--- src/rtl/bubble_sort_ctrl_if.sv ---
`default_nettype none
// ============================================================================
// Module   : bubble_sort_ctrl_if
// Purpose  : Bundles the sorter's start/status, RAM and ALU compare signals.
// Revision : 1.0
// ============================================================================
interface bubble_sort_ctrl_if #(
    parameter int DATA_W = 16,
    parameter int ADDR_W = 3
) ();
    logic              start;
    logic              busy;
    logic              done;
    logic [ADDR_W-1:0] mem_addr;
    logic [DATA_W-1:0] mem_rd_data;
    logic [DATA_W-1:0] mem_wr_data;
    logic              mem_we;
    logic [DATA_W-1:0] alu_op1;
    logic [DATA_W-1:0] alu_op2;
    logic              alu_operation;
    logic              alu_lt;
    logic [DATA_W-1:0] alu_result;

    // Controller side: drives RAM/ALU requests and status.
    modport master (
        input  start, mem_rd_data, alu_lt, alu_result,
        output busy, done, mem_addr, mem_wr_data, mem_we,
               alu_op1, alu_op2, alu_operation
    );

    // Environment side: wrapper, RAM and ALU.
    modport slave (
        output start, mem_rd_data, alu_lt, alu_result,
        input  busy, done, mem_addr, mem_wr_data, mem_we,
               alu_op1, alu_op2, alu_operation
    );
endinterface
`default_nettype wire

--- src/rtl/bubble_sort_ctrl.sv ---
`default_nettype none
// ============================================================================
// Module   : bubble_sort_ctrl
// Purpose  : Bubble-sorts DEPTH unsigned words in a sync single-port RAM,
//            using the shared ALU's strict less-than for each compare.
// Options  : BUBBLE_EARLY_EXIT_EN - stop after the first pass with no swap.
// Revision : 1.0
// ============================================================================
module bubble_sort_ctrl #(
    parameter int DATA_W = 16,
    parameter int DEPTH  = 8,
    parameter int ADDR_W = 3
) (
    input  wire                 clk,
    input  wire                 rst_n,
    bubble_sort_ctrl_if.master  bus
);

    typedef enum logic [2:0] {
        S_IDLE  = 3'd0,
        S_RD_A  = 3'd1,
        S_RD_B  = 3'd2,
        S_LATCH = 3'd3,
        S_EVAL  = 3'd4,
        S_WR_A  = 3'd5,
        S_WR_B  = 3'd6,
        S_DONE  = 3'd7
    } state_t;

    // Index of the last pass; also the upper bound of j on pass 0.
    localparam int c_LAST = DEPTH - 2;

`ifdef BUBBLE_EARLY_EXIT_EN
    localparam bit c_EARLY_EXIT = 1'b1;
`else
    localparam bit c_EARLY_EXIT = 1'b0;
`endif

    state_t             r_state;
    state_t             w_state_nxt;
    logic [ADDR_W-1:0]  r_j;
    logic [ADDR_W-1:0]  w_j_nxt;
    logic [ADDR_W-1:0]  r_pass;
    logic [ADDR_W-1:0]  w_pass_nxt;
    logic               r_swapped;
    logic               w_swapped_nxt;
    logic [DATA_W-1:0]  r_a;
    logic [DATA_W-1:0]  w_a_nxt;
    logic [DATA_W-1:0]  r_b;
    logic [DATA_W-1:0]  w_b_nxt;

    logic [ADDR_W-1:0]  w_mem_addr;
    logic [DATA_W-1:0]  w_mem_wr_data;
    logic               w_mem_we;
    logic               w_alu_operation;
    logic               w_advance;
    logic               w_j_at_bound;
    logic               w_pass_last;
    logic               w_exit;

    // The compare window shrinks by one word per completed pass.
    assign w_j_at_bound = (int'(r_j) >= (c_LAST - int'(r_pass)));
    assign w_pass_last  = (int'(r_pass) >= c_LAST);
    assign w_exit       = w_pass_last || (c_EARLY_EXIT && !r_swapped);

    always_ff @(posedge clk or negedge rst_n) begin
        if (!rst_n) begin
            r_state <= S_IDLE;
        end else begin
            r_state <= w_state_nxt;
        end
    end

    always_ff @(posedge clk or negedge rst_n) begin
        if (!rst_n) begin
            r_j       <= '0;
            r_pass    <= '0;
            r_swapped <= 1'b0;
            r_a       <= '0;
            r_b       <= '0;
        end else begin
            r_j       <= w_j_nxt;
            r_pass    <= w_pass_nxt;
            r_swapped <= w_swapped_nxt;
            r_a       <= w_a_nxt;
            r_b       <= w_b_nxt;
        end
    end

    always_comb begin
        w_state_nxt     = r_state;
        w_j_nxt         = r_j;
        w_pass_nxt      = r_pass;
        w_swapped_nxt   = r_swapped;
        w_a_nxt         = r_a;
        w_b_nxt         = r_b;
        w_mem_addr      = '0;
        w_mem_wr_data   = '0;
        w_mem_we        = 1'b0;
        w_alu_operation = 1'b0;
        w_advance       = 1'b0;

        case (r_state)
            S_IDLE, S_DONE: begin
                if (bus.start) begin
                    w_j_nxt       = '0;
                    w_pass_nxt    = '0;
                    w_swapped_nxt = 1'b0;
                    w_state_nxt   = (DEPTH == 1) ? S_DONE : S_RD_A;
                end
            end
            S_RD_A: begin
                w_mem_addr  = r_j;
                w_state_nxt = S_RD_B;
            end
            S_RD_B: begin
                // Read data returning now belongs to the address issued in RD_A.
                w_mem_addr  = r_j + 1'b1;
                w_a_nxt     = bus.mem_rd_data;
                w_state_nxt = S_LATCH;
            end
            S_LATCH: begin
                w_b_nxt     = bus.mem_rd_data;
                w_state_nxt = S_EVAL;
            end
            S_EVAL: begin
                w_alu_operation = 1'b1;
                if (bus.alu_lt) begin
                    w_swapped_nxt = 1'b1;
                    w_state_nxt   = S_WR_A;
                end else begin
                    w_advance = 1'b1;
                end
            end
            S_WR_A: begin
                w_mem_addr    = r_j;
                w_mem_wr_data = r_b;
                w_mem_we      = 1'b1;
                w_state_nxt   = S_WR_B;
            end
            S_WR_B: begin
                w_mem_addr    = r_j + 1'b1;
                w_mem_wr_data = r_a;
                w_mem_we      = 1'b1;
                w_advance     = 1'b1;
            end
            default: begin
                w_state_nxt = S_IDLE;
            end
        endcase

        if (w_advance) begin
            if (!w_j_at_bound) begin
                w_j_nxt     = r_j + 1'b1;
                w_state_nxt = S_RD_A;
            end else if (w_exit) begin
                w_state_nxt = S_DONE;
            end else begin
                w_pass_nxt    = r_pass + 1'b1;
                w_j_nxt       = '0;
                w_swapped_nxt = 1'b0;
                w_state_nxt   = S_RD_A;
            end
        end
    end

    assign bus.busy          = (r_state != S_IDLE) && (r_state != S_DONE);
    assign bus.done          = (r_state == S_DONE);
    assign bus.mem_addr      = w_mem_addr;
    assign bus.mem_wr_data   = w_mem_wr_data;
    assign bus.mem_we        = w_mem_we;
    assign bus.alu_op1       = r_b;
    assign bus.alu_op2       = r_a;
    assign bus.alu_operation = w_alu_operation;

endmodule
`default_nettype wire

--- src/flat_wrapper.sv ---
// flat-port wrapper written by rule: the top's interface ports become plain ports
module bubble_sort_ctrl_flat 
#(
    parameter int DATA_W = 16,
    parameter int DEPTH  = 8,
    parameter int ADDR_W = 3
)
  (clk, rst_n, bus_start, bus_mem_rd_data, bus_alu_lt, bus_alu_result, bus_busy, bus_done, bus_mem_addr, bus_mem_wr_data, bus_mem_we, bus_alu_op1, bus_alu_op2, bus_alu_operation);
  bubble_sort_ctrl_if #(.DATA_W(DATA_W), .ADDR_W(ADDR_W)) bus_i ();
  input  wire clk;
  input  wire rst_n;
  input wire logic [$bits(bus_i.start)-1:0] bus_start;
  input wire logic [$bits(bus_i.mem_rd_data)-1:0] bus_mem_rd_data;
  input wire logic [$bits(bus_i.alu_lt)-1:0] bus_alu_lt;
  input wire logic [$bits(bus_i.alu_result)-1:0] bus_alu_result;
  output wire logic [$bits(bus_i.busy)-1:0] bus_busy;
  output wire logic [$bits(bus_i.done)-1:0] bus_done;
  output wire logic [$bits(bus_i.mem_addr)-1:0] bus_mem_addr;
  output wire logic [$bits(bus_i.mem_wr_data)-1:0] bus_mem_wr_data;
  output wire logic [$bits(bus_i.mem_we)-1:0] bus_mem_we;
  output wire logic [$bits(bus_i.alu_op1)-1:0] bus_alu_op1;
  output wire logic [$bits(bus_i.alu_op2)-1:0] bus_alu_op2;
  output wire logic [$bits(bus_i.alu_operation)-1:0] bus_alu_operation;
  assign bus_i.start = bus_start;
  assign bus_i.mem_rd_data = bus_mem_rd_data;
  assign bus_i.alu_lt = bus_alu_lt;
  assign bus_i.alu_result = bus_alu_result;
  assign bus_busy = bus_i.busy;
  assign bus_done = bus_i.done;
  assign bus_mem_addr = bus_i.mem_addr;
  assign bus_mem_wr_data = bus_i.mem_wr_data;
  assign bus_mem_we = bus_i.mem_we;
  assign bus_alu_op1 = bus_i.alu_op1;
  assign bus_alu_op2 = bus_i.alu_op2;
  assign bus_alu_operation = bus_i.alu_operation;
  bubble_sort_ctrl #(.DATA_W(DATA_W), .DEPTH(DEPTH), .ADDR_W(ADDR_W)) u_core (.clk(clk), .rst_n(rst_n), .bus(bus_i));
endmodule
--- config.mk ---
export PLATFORM = sky130hd
export DESIGN_NAME = bubble_sort_ctrl_flat
export DESIGN_NICKNAME = d
export VERILOG_FILES = /design/src/rtl/bubble_sort_ctrl_if.sv /design/src/rtl/bubble_sort_ctrl.sv /design/src/flat_wrapper.sv
export SDC_FILE = /design/constraint.sdc
export NUM_CORES = 1
export LEC_CHECK = 0
export ABC_CLOCK_PERIOD_IN_PS = 2800
export CELL_PAD_IN_SITES_DETAIL_PLACEMENT = 0
export CELL_PAD_IN_SITES_GLOBAL_PLACEMENT = 1
export CORE_MARGIN = 2
export CORE_UTILIZATION = 33
export CTS_CLUSTER_DIAMETER = 80
export DETAILED_ROUTE_END_ITERATION = 16
export PLACE_DENSITY = 0.84
export SYNTH_ARGS = -nofsm -noshare
export SYNTH_HDL_FRONTEND = slang
export SYNTH_SLANG_ARGS = --single-unit
--- constraint.sdc ---
create_clock -name clk -period 2.8 [get_ports clk]
set_input_delay 0.56 -clock clk [delete_from_list [all_inputs] [get_ports clk]]
set_output_delay 0.56 -clock clk [all_outputs]
set_load 0.005 [all_outputs]
==> impl_metrics.ini <==
[outcome]
outcome = finished clean

[sta]
finalHoldViolations = 0
max_freq_ghz = 0.370
finalSetupTns_ps = 0
worst_pin_slew_ps = 909
whs_ps = 391
period_needed_ps = 2710
drv_slew = 0
period_share = 0.967
setup_slack_ps = 93.8
skew_ps = 8.27
setup_viol = 0
slew-limit-headroom = 0.394
rsz0062_at_grt = false

[grt]
antenna_found_initial = 0
grt_overflow = 0
grt_pass1_vias = 1708
grt_pass1_wl_um = 8480
globalRouteTotalUtil = 0.145
grt_max_degree = 42

[synth]
synthDistinctLibCells = 39
synthCells = 186
syn_area_per_cell_um2 = 11.9
ys.warnings.count = 0
synth-seq-cells = 41
synth_edf_count = 0
syn_nets = 233
synth-seq-area-share = 0.462
synth_area_um2 = 2220
async_flop_share = 1.00
synth_flop_cell = dfrtp_1

[finish]
layout.cells.most_common_list = clkdlybuf4s50_1, dfrtp_1, mux2_1, a22o_1, mux2_2
synthToLayoutAreaGrowth_pct = 41.7
n_antenna_cell = 0
fin_nets = 312
final_common_cell = clkdlybuf4s50_1
drive_gt1_frac = 0.147
final_cell_area_um2 = 3150

[floorplan]
die_w_um = 86.0
die-area_um2 = 7400
core_area_um2 = 6420
num_rows = 29
start_util = 0.346
pin_count = 91
die_y_um = 86.0

[power]
total_power_w = 0.00349
p_leak_nw = 1.34
p_per_area_nw_per_um2 = 1110
ir_drop_v = 0.000419

[setup_path]
crit_chain = inv_1 > ha_1 > and2_1 > buf_4 > or2_2 > clkdlybuf4s50_1
slowest_stage = clkdlybuf4s50_1
cp_top_family = buffers and inverters
crit_buf_inv = 3
worst_setup_path_start_kind = flop
slowest_delay_ps = 440
end_kind = output port
arrival_ps = 2150
worstPathMaxFanout = 11
worstSetupPathType = reg2out
required_ps = 2240

[cts]
clk_latency_ps = 290
cts_setup_buffers = 0
numCtsBuffers = 5
post_cts_resized = 0
holdBufCountCts = 0
cts_tree = yes
cts_buffer_depth = 2
cts.clk_slew.worst_paths_ps = 80
cts.sinks = 41
htreeDepth = 2
cts-root-buf = clkbuf_8

[place]
gp_congestion = 0.792
io_buffers = 74
placed_area_um2 = 3060
dp_slack_ps = 410
place_hpwl_um = 3860

[run]
cap_violations = 0

[drt]
routedWlPerCell_um = 15.0
via_per_inst = 5.00
drtIter0Drc = 39
antenna_left = 0
dr.pass1.iters = 4
vias = 1715
routed_wirelength_um = 5140
drcViolationCount = 0

[hold_path]
min_path_type = in2async
## worst register-to-register path, cell delays in order, from the launching register on
cell and delay (ps):
dfrtp_1 440, ha_1 230, ha_1 300, ha_1 280, o21ai_0 80, o21ai_2 300, nor2b_2 340, mux2i_1 210
## synthesized netlist by cell type (4+ instances only)
| master | number | area (µm²) |
|---|---|---|
| dfrtp_1 | 41 | 1030 |
| mux2_1 | 20 | 225 |
| a22o_1 | 16 | 140 |
| mux2_2 | 12 | 135 |
| ha_1 | 11 | 138 |
| buf_2 | 7 | 35.0 |
| inv_1 | 7 | 26.3 |
| nand2_1 | 7 | 26.3 |
| mux2i_1 | 6 | 60.1 |
| nand2b_1 | 6 | 37.5 |
| and2_1 | 5 | 31.3 |
| nor2b_1 | 5 | 31.3 |
| a21oi_1 | 4 | 20.0 |
| o21ai_1 | 4 | 20.0 |
## cell type report
| cell class | count | area [µm²] |
|---|---|---|
| Clock buffer | 5 | 68.8 |
| Inverter | 7 | 26.3 |
| Timing Repair Buffer | 83 | 803 |
| Sequential cell | 41 | 1030 |
| Fill cell | 583 | 3280 |
| Multi-Input combinational cell | 127 | 1110 |
| Clock inverter | 3 | 17.5 |
| Tap cell | 77 | 96.3 |
## worst paths after layout
check	slack, ps	endpoint	from	cells past startpoint
max	90	bus_mem_we	u_core.r_state[0]	6
min	390	u_core.bus.alu_op2[2]	rst_n	1
max reg2reg	560	u_core.r_pass[0]	u_core.r_pass[0]	7
min reg2reg	530	u_core.bus.alu_op1[6]	u_core.bus.alu_op1[6]	1
max in group asynchronous	1840	u_core.bus.alu_op2[7]	rst_n	1
min in group clk	530	u_core.bus.alu_op1[6]	u_core.bus.alu_op1[6]	1
## cell families after synthesis
| family | Yosys count | synth area share |
|---|---|---|
| AND/OR/NAND/NOR | 33 | 0.0856 |
| buffers and inverters | 18 | 0.0411 |
| AO/OA/AOI/OAI | 45 | 0.160 |
| adder cells (fa/ha/maj) | 11 | 0.0620 |
| multiplexers | 38 | 0.189 |
| flip-flops | 41 | 0.462 |
## power by group
part	total, W	leakage [nW]	switching, W	internal [W]
logic	0.00202	0.800	0.000754	0.00127
registers	0.00110	0.493	0.000225	0.000878
clock network	0.000370	0.0439	0.000198	0.000172
## registers in the layout (all words and copies together), names as in the netlist
name,cells
u_core.r_state,3
u_core.r_pass,3
u_core.bus.alu_op1,16
u_core.bus.alu_op2,16
u_core.r_j,3
## per-layer routing
metal | track usage | routed length [µm] | up-vias
met2 | 0.238 | 2440 | 56
met1 | 0.186 | 2270 | 820
met5 | 0 | 0 | -
met3 | 0.0346 | 336 | 7
met4 | 0.0505 | 102 | 0
li1 | - | - | 832
## per-stage QoR
stage | std cells | utilization
6_report | 343 | 0.490
5_1_grt | 343 | 0.490
4_1_cts | 343 | 0.490
3_5_place_dp | 335 | 0.477
3_3_place_gp | 335 | 0.477
2_1_floorplan | 186 | -
(Power assumes the default switching activity.)
